$ cat config.mk
export PLATFORM = sky130hd
export DESIGN_NAME = prog_ctrl_flat
export DESIGN_NICKNAME = d
export VERILOG_FILES = /design/src/rtl/prog_ctrl_if.sv /design/src/rtl/prog_ctrl.sv /design/src/flat_wrapper.sv
export SDC_FILE = /design/constraint.sdc
export NUM_CORES = 1
export LEC_CHECK = 0
export BUFFER_PORTS_ARGS = -buffer_cell sky130_fd_sc_hd__buf_2
export CORE_MARGIN = 4
export CORE_UTILIZATION = 44
export CTS_CLUSTER_SIZE = 8
export DETAILED_ROUTE_END_ITERATION = 16
export GPL_TIMING_DRIVEN = 0
export SETUP_SLACK_MARGIN = 0.3
export SLEW_MARGIN = 40
export SYNTH_ARGS = -nofsm -noshare
export SYNTH_HDL_FRONTEND = slang
export SYNTH_SLANG_ARGS = --single-unit
$ cat constraint.sdc
create_clock -name clk -period 2.9 [get_ports clk]
set_clock_uncertainty 0.1 [all_clocks]
set_input_delay 0 -clock clk [delete_from_list [all_inputs] [get_ports clk]]
set_output_delay 0 -clock clk [all_outputs]
set_load 0.03 [all_outputs]
$ cat src/rtl/prog_ctrl_if.sv
// Button inputs and clock-manager programming outputs of prog_ctrl.
interface prog_ctrl_if;
    logic       btn_up;
    logic       btn_down;
    logic       btn_load;
    logic [2:0] prog_in;
    logic       update;
    logic [2:0] sel;
    logic       pending;

    modport master (
        output btn_up, btn_down, btn_load,
        input  prog_in, update, sel, pending
    );

    modport slave (
        input  btn_up, btn_down, btn_load,
        output prog_in, update, sel, pending
    );
endinterface

$ cat src/rtl/prog_ctrl.sv
// Button front end for the clock manager: synchronize and debounce up/down/load,
// keep a pending 3-bit selection and issue a prog_in/update strobe on load.
module prog_ctrl #(
    parameter int unsigned DEBOUNCE_CYCLES = 1000000,
    parameter int unsigned UPDATE_CYCLES   = 1
) (
    input  logic       clk,
    input  logic       rst,
    prog_ctrl_if.slave bus
);
    localparam int unsigned NBTN  = 3;
    localparam int unsigned SEL_W = 3;
    localparam int unsigned CNT_W = (DEBOUNCE_CYCLES > 2) ? $clog2(DEBOUNCE_CYCLES) : 1;
    localparam int unsigned PW    = (UPDATE_CYCLES > 1) ? $clog2(UPDATE_CYCLES) : 1;

    localparam logic [CNT_W-1:0] DB_LAST  = CNT_W'(DEBOUNCE_CYCLES - 1);
    localparam logic [PW-1:0]    UPD_LAST = PW'(UPDATE_CYCLES - 1);
    localparam logic [SEL_W-1:0] SEL_MAX  = '1;

    typedef enum logic {
        IDLE   = 1'b0,
        STROBE = 1'b1
    } state_t;

    // Bit 0 = up, bit 1 = down, bit 2 = load.
    logic [NBTN-1:0]  raw;
    logic [NBTN-1:0]  s1;
    logic [NBTN-1:0]  s2;
    logic [NBTN-1:0]  stable;
    logic [NBTN-1:0]  stable_d;
    logic [NBTN-1:0]  press;
    logic [CNT_W-1:0] db_cnt [NBTN];

    logic             up_ev;
    logic             down_ev;
    logic             load_ev;

    logic [SEL_W-1:0] sel_reg;
    logic [SEL_W-1:0] sel_nxt;

    state_t           state;
    state_t           state_nxt;
    logic [SEL_W-1:0] prog_reg;
    logic [SEL_W-1:0] prog_nxt;
    logic             update_reg;
    logic             update_nxt;
    logic [PW-1:0]    pcnt;
    logic [PW-1:0]    pcnt_nxt;

    assign raw = {bus.btn_load, bus.btn_down, bus.btn_up};

    // Two-flop synchronizers and per-button debounce counters.
    always_ff @(posedge clk) begin
        if (!rst) begin
            s1       <= '0;
            s2       <= '0;
            stable   <= '0;
            stable_d <= '0;
            for (int i = 0; i < NBTN; i++) begin
                db_cnt[i] <= '0;
            end
        end else begin
            s1       <= raw;
            s2       <= s1;
            stable_d <= stable;
            for (int i = 0; i < NBTN; i++) begin
                if (s2[i] == stable[i]) begin
                    db_cnt[i] <= '0;
                end else if (db_cnt[i] == DB_LAST) begin
                    stable[i] <= s2[i];
                    db_cnt[i] <= '0;
                end else begin
                    db_cnt[i] <= db_cnt[i] + CNT_W'(1);
                end
            end
        end
    end

    // One-cycle press events on accepted rising levels; releases are ignored.
    always_comb begin
        press   = stable & ~stable_d;
        up_ev   = press[0];
        down_ev = press[1];
        load_ev = press[2];
    end

    // Saturating selection; simultaneous up and down cancel.
    always_comb begin
        sel_nxt = sel_reg;
        if (up_ev && !down_ev && (sel_reg != SEL_MAX)) begin
            sel_nxt = sel_reg + SEL_W'(1);
        end else if (down_ev && !up_ev && (sel_reg != '0)) begin
            sel_nxt = sel_reg - SEL_W'(1);
        end
    end

    // Load FSM next state: capture sel and hold update for UPDATE_CYCLES cycles.
    always_comb begin
        state_nxt  = state;
        prog_nxt   = prog_reg;
        update_nxt = update_reg;
        pcnt_nxt   = pcnt;
        case (state)
            IDLE: begin
                update_nxt = 1'b0;
                if (load_ev) begin
                    prog_nxt   = sel_reg;
                    update_nxt = 1'b1;
                    pcnt_nxt   = UPD_LAST;
                    state_nxt  = STROBE;
                end
            end
            STROBE: begin
                if (pcnt == '0) begin
                    update_nxt = 1'b0;
                    state_nxt  = IDLE;
                end else begin
                    pcnt_nxt = pcnt - PW'(1);
                end
            end
            default: begin
                update_nxt = 1'b0;
                state_nxt  = IDLE;
            end
        endcase
    end

    // State, selection and output registers.
    always_ff @(posedge clk) begin
        if (!rst) begin
            state      <= IDLE;
            sel_reg    <= '0;
            prog_reg   <= '0;
            update_reg <= 1'b0;
            pcnt       <= '0;
        end else begin
            state      <= state_nxt;
            sel_reg    <= sel_nxt;
            prog_reg   <= prog_nxt;
            update_reg <= update_nxt;
            pcnt       <= pcnt_nxt;
        end
    end

    assign bus.sel     = sel_reg;
    assign bus.prog_in = prog_reg;
    assign bus.update  = update_reg;
    assign bus.pending = (sel_reg != prog_reg);

endmodule

$ cat src/flat_wrapper.sv
// flat-port wrapper written by rule: the top's interface ports become plain ports
module prog_ctrl_flat 
#(
    parameter int unsigned DEBOUNCE_CYCLES = 1000000,
    parameter int unsigned UPDATE_CYCLES   = 1
)
  (clk, rst, bus_btn_up, bus_btn_down, bus_btn_load, bus_prog_in, bus_update, bus_sel, bus_pending);
  prog_ctrl_if bus_i ();
  input  logic clk;
  input  logic rst;
  input wire logic [$bits(bus_i.btn_up)-1:0] bus_btn_up;
  input wire logic [$bits(bus_i.btn_down)-1:0] bus_btn_down;
  input wire logic [$bits(bus_i.btn_load)-1:0] bus_btn_load;
  output wire logic [$bits(bus_i.prog_in)-1:0] bus_prog_in;
  output wire logic [$bits(bus_i.update)-1:0] bus_update;
  output wire logic [$bits(bus_i.sel)-1:0] bus_sel;
  output wire logic [$bits(bus_i.pending)-1:0] bus_pending;
  assign bus_i.btn_up = bus_btn_up;
  assign bus_i.btn_down = bus_btn_down;
  assign bus_i.btn_load = bus_btn_load;
  assign bus_prog_in = bus_i.prog_in;
  assign bus_update = bus_i.update;
  assign bus_sel = bus_i.sel;
  assign bus_pending = bus_i.pending;
  prog_ctrl #(.DEBOUNCE_CYCLES(DEBOUNCE_CYCLES), .UPDATE_CYCLES(UPDATE_CYCLES)) u_core (.clk(clk), .rst(rst), .bus(bus_i));
endmodule
---- After elaboration in Yosys (flattened, before gate mapping) ----
Memories as Yosys holds them, arrays and structs flattened.
Cells that the tools add are included.
operators by class
  add/subtract/negate cells ............... 6
  equal/unequal tests ..................... 10
  mux-type cells .......................... 53
  bitwise gates (word level) .............. 15
  reductions and logical operators ........ 12
operator list
  operator               count
  $mux 20                9
  $add 20x1->20 const B  3
  $eq 20x20->1 const B   3
  $mux 1                 39
  $or 1x1->1             9
  $reduce_and 2->1       4
  $mux 3                 2
  $pmux 1 s2             3
  $logic_and 1x1->1      4
  $not 1->1              4
  $add 3x1->3 const B    1
  $and 3x3->3            1
  $eq 1x1->1             3
  $ne 3x3->1             1
  $ne 3x3->1 const B     1
  $not 3->3              1
  $reduce_bool 3->1      1
  $sub 3x1->3 const B    1
  $logic_not 1->1        2
  $ne 2x1->1 const B     1
  $ne 2x2->1 const B     1
  $reduce_bool 2->1      1
  $sub 1x1->1 const B    1
storage, ports and cells
  register bits after elaboration ......... 21
  RAM bits ................................ 60
  bits of input ports ..................... 5
  output and inout port bits .............. 8
  logic and storage cells ................. 108
  memories ................................ 1
memory list
  name           depth  bits a word  read ports  clocked after memory_dff  write ports  line             source
  u_core.db_cnt  3      20           3           0                         3            prog_ctrl.sv:32  logic [CNT_W-1:0] db_cnt [NBTN];

---- Depth between registers and ports, before layout ----
  word-level depth ........................ 7
  depth in mapped cells ................... 8
  mapped depth without buffers ............ 7

---- Least setup slack after synthesis ----
OpenSTA, ideal clock, no wires.
  path kind ............................... reg2reg
  from .................................... memory u_core.db_cnt[2][12] (netlist bit)
  to ...................................... memory u_core.db_cnt[2][7] (netlist bit) (data pin)
  library setup time ...................... 0.254 ns
  data arrival time ....................... 1.939 ns
  required time ........................... 2.546 ns
  setup slack ............................. 0.607 ns
  stages on the path, launching flop included .. 6
  buffers on the path ..................... 1
  clock period less this slack ............ 2.293 ns
  path through ............................ edfxtp_1 -> or4b_1 -> or4_4 -> o211ai_4 -> buf_6 -> nor2_1
RTL lines
  element      line
  from (decl)  prog_ctrl.sv:32

==> impl_metrics.csv <==
group,metric,value,unit
timing,tightest_slew,0.558,ns
synth,synth_edf_count,60,
clocking,cts_tree,"yes",
route,drc,0,
grt,grt_overflow_total,0,
clocking,clk_pin_slew_worst_paths,0.08,ns
placed_design,gp_congestion,0.745,
synth,netlist_instances,405,
die,die_height,105,um
power_and_ir_drop,ir_worst_vdd,343,uV
route,wl,7490,um
final_layout,drive_gt1_share,8.08,%
run_status,status,"finished, final reports clean",
final_layout,layoutNonFillerInstCount,606,
route,detail_route.vias_per_cell,5.06,
die,io_pins,13,
die,dieArea,11000,um2
timing,post-route-min-period,2.48,ns
synth,syn_area_per_cell,10.2,um2
placed_design,place_inst,586,
clocking,clockBufferDepth,2,
route,drtIter0Drc,151,
final_layout,register_area,2180,um2
grt,grt_max_degree,15,
job,drv_cap,0,
final_layout,syn_to_final_growth,16.6,%
synth,ys.flop_type,"edfxtp_1",
worst_setup_path,path_max_fanout,10,
final_layout,top_register,"u_core.db_cnt",
route,first_pass_iters,4,
die,core,9200,um2
power_and_ir_drop,p_total,2.32,mW
grt,grt_pass1_wl,13200,um
timing,tns,0,ns
route,ant_nets,0,
placed_design,pre_cts_slack,0.246,ns
timing,hold_viol,0,
synth,ys_ff_latch,79,
grt,track_usage,14.6,%
clocking,clockRootBuffer,"clkbuf_8",
worst_setup_path,crit_type,"reg -> reg",
die,initial_core_util,45.1,%
final_layout,multiInputGateArea,2070,um2
worst_setup_path,worstSetupStartpointType,"flop",
clocking,numCtsBuffers,9,
clocking,cts_htree_levels,3,
power_and_ir_drop,p_per_area,479,nW/um2
synth,seq_area_frac_synth,52.6,%
timing,fmax,403,MHz
timing,fin_crit_sh,85.5,%
grt,antenna_found_initial,0,
synth,async_reset_ff_share,0,%
placed_design,port_buffers,11,
die,rows,35,
die,die_x,105,um
clocking,cts.sink_count,79,
timing,fin_ws,0.421,ns
clocking,clk_latency,0.36,ns
final_layout,largest_register_ffs,60,
synth,synth_cell_types,48,
worst_setup_path,cp_data_arrival_time,2.49,ns
final_layout,layout_common_cells,"edfxtp_1 (60), conb_1 (60), nor2_1 (54)",
worst_setup_path,end_kind,"flop",
power_and_ir_drop,leakagePower,1.70,nW
final_layout,antenna_cells,0,
synth,yosys_warnings,0,
hold_path,hp-class,"in -> reg",
route,wl_per_cell,12.4,um
final_layout,nFillCells,876,
final_layout,final_util,52.6,%
timing,rsz0062_at_grt,"false",
placed_design,hpwl,5380,um
timing,maxSlewHeadroom,62.8,%
timing,setup_violations,0,
final_layout,fin_nets,499,
route,vias,3069,
timing,drv_slew,0,
worst_setup_path,cp.required,2.91,ns
synth,syn_area,4150,um2
grt,first_global_vias,2893,
-- critical path, stage by stage (launching register included) --
cell and delay [ns]:
edfxtp_1 0.46, or4b_1 0.52, or4_4 0.53, o211ai_4 0.37, buf_6 0.20, nor2_1 0.05
-- routing by layer --
metal / track usage, % / vias to the layer above / part of all wire (%)
li1: - / 1606 / -
met1: 19.9 / 1424 / 51
met2: 23.0 / 29 / 45
met3: 2.78 / 10 / 2.3
met4: 5.90 / 0 / 1.5
met5: 0 / - / 0
-- report_power, final --
part           internal [mW]  leakage [nW]  switching, mW
clock network          0.506         0.121          0.426
logic                 0.0374         0.802         0.0566
registers               1.25         0.773         0.0394
total                   1.80          1.70          0.522
-- cells by family after synthesis --
group	share of synthesized area [%]
and+or+nand+nor	25.0
DFF	52.6
AOI/OAI and AO/OA	8.53
xor gates and xnor gates	8.87
buffers and inverters	2.83
adders and majority gates	1.39
muxes	0.724
other	0.0904
-- stage by stage --
step	hold WS, ns	area, um2
6_report	0.0436	4840
5_1_grt	0.0733	4840
4_1_cts	0.0326	4840
3_5_place_dp	0.112	4560
3_3_place_gp	0.108	4560
2_1_floorplan	0.0273	4370
-- final timing paths --
path,to,startpoint,slack (ns),cells after the start
hold reg to reg,u_core.bus.update$_SDFF_PP0_,u_core.stable_d[2]$_SDFF_PN0_,0.34,1
setup / recovery,u_core.db_cnt[2][8]$_SDFFCE_PN0P_,u_core.db_cnt[2][12]$_SDFFCE_PN0P_,0.42,5
hold / removal,u_core.bus.sel[2]$_SDFFE_PN0P_,rst,0.04,3
setup reg to reg,u_core.db_cnt[2][8]$_SDFFCE_PN0P_,u_core.db_cnt[2][12]$_SDFFCE_PN0P_,0.42,5
-- cells in the mapped netlist (2+ instances only) --
cell type  number  area, um2
buf_2           3       15.0
or4_1          11       82.6
ha_1            3       37.5
clkbuf_1        9       33.8
nor3b_1         2       15.0
nor4_1         10       62.6
nor4b_1         4       35.0
or4b_1          2       20.0
and4_1          3       26.3
edfxtp_1       60       1800
nor3_1          9       45.0
xor2_1         17        149
or3_1          14       87.6
o31ai_1         9       67.6
nand3_1        26        130
o21ai_0        12       60.1
nand2_1        20       75.1
xnor2_1        25        219
or2_2           2       12.5
o21a_1          2       15.0
and3_1          5       31.3
a21oi_1        20        100
dfxtp_1        19        380
o21bai_1        2       15.0
nand4_1        13       81.3
and2_1         12       75.1
a211oi_1        2       15.0
mux2i_1         3       30.0
inv_1          14       52.6
nor2_1         54        203
-- repair_timing --
item | 4_1_cts | 5_1_grt
buffers inserted | 1 | 0
resized for setup | 1 | 0
setup endpoints to repair | 20 | 0
hold endpoints to repair | 3 | 0
hold buffers | 3 | 0
-- final cells by class --
type	count	share of cell area, %
buffer	14	1.34
clock buffer	11	3.59
clock inverter	5	1.22
inverter	14	1.09
multi-input combinational	357	42.9
sequential	79	45.1
tap	111	2.87
timing repair buffer	15	1.91
No activity file was read; power rests on OpenSTA's default activity.
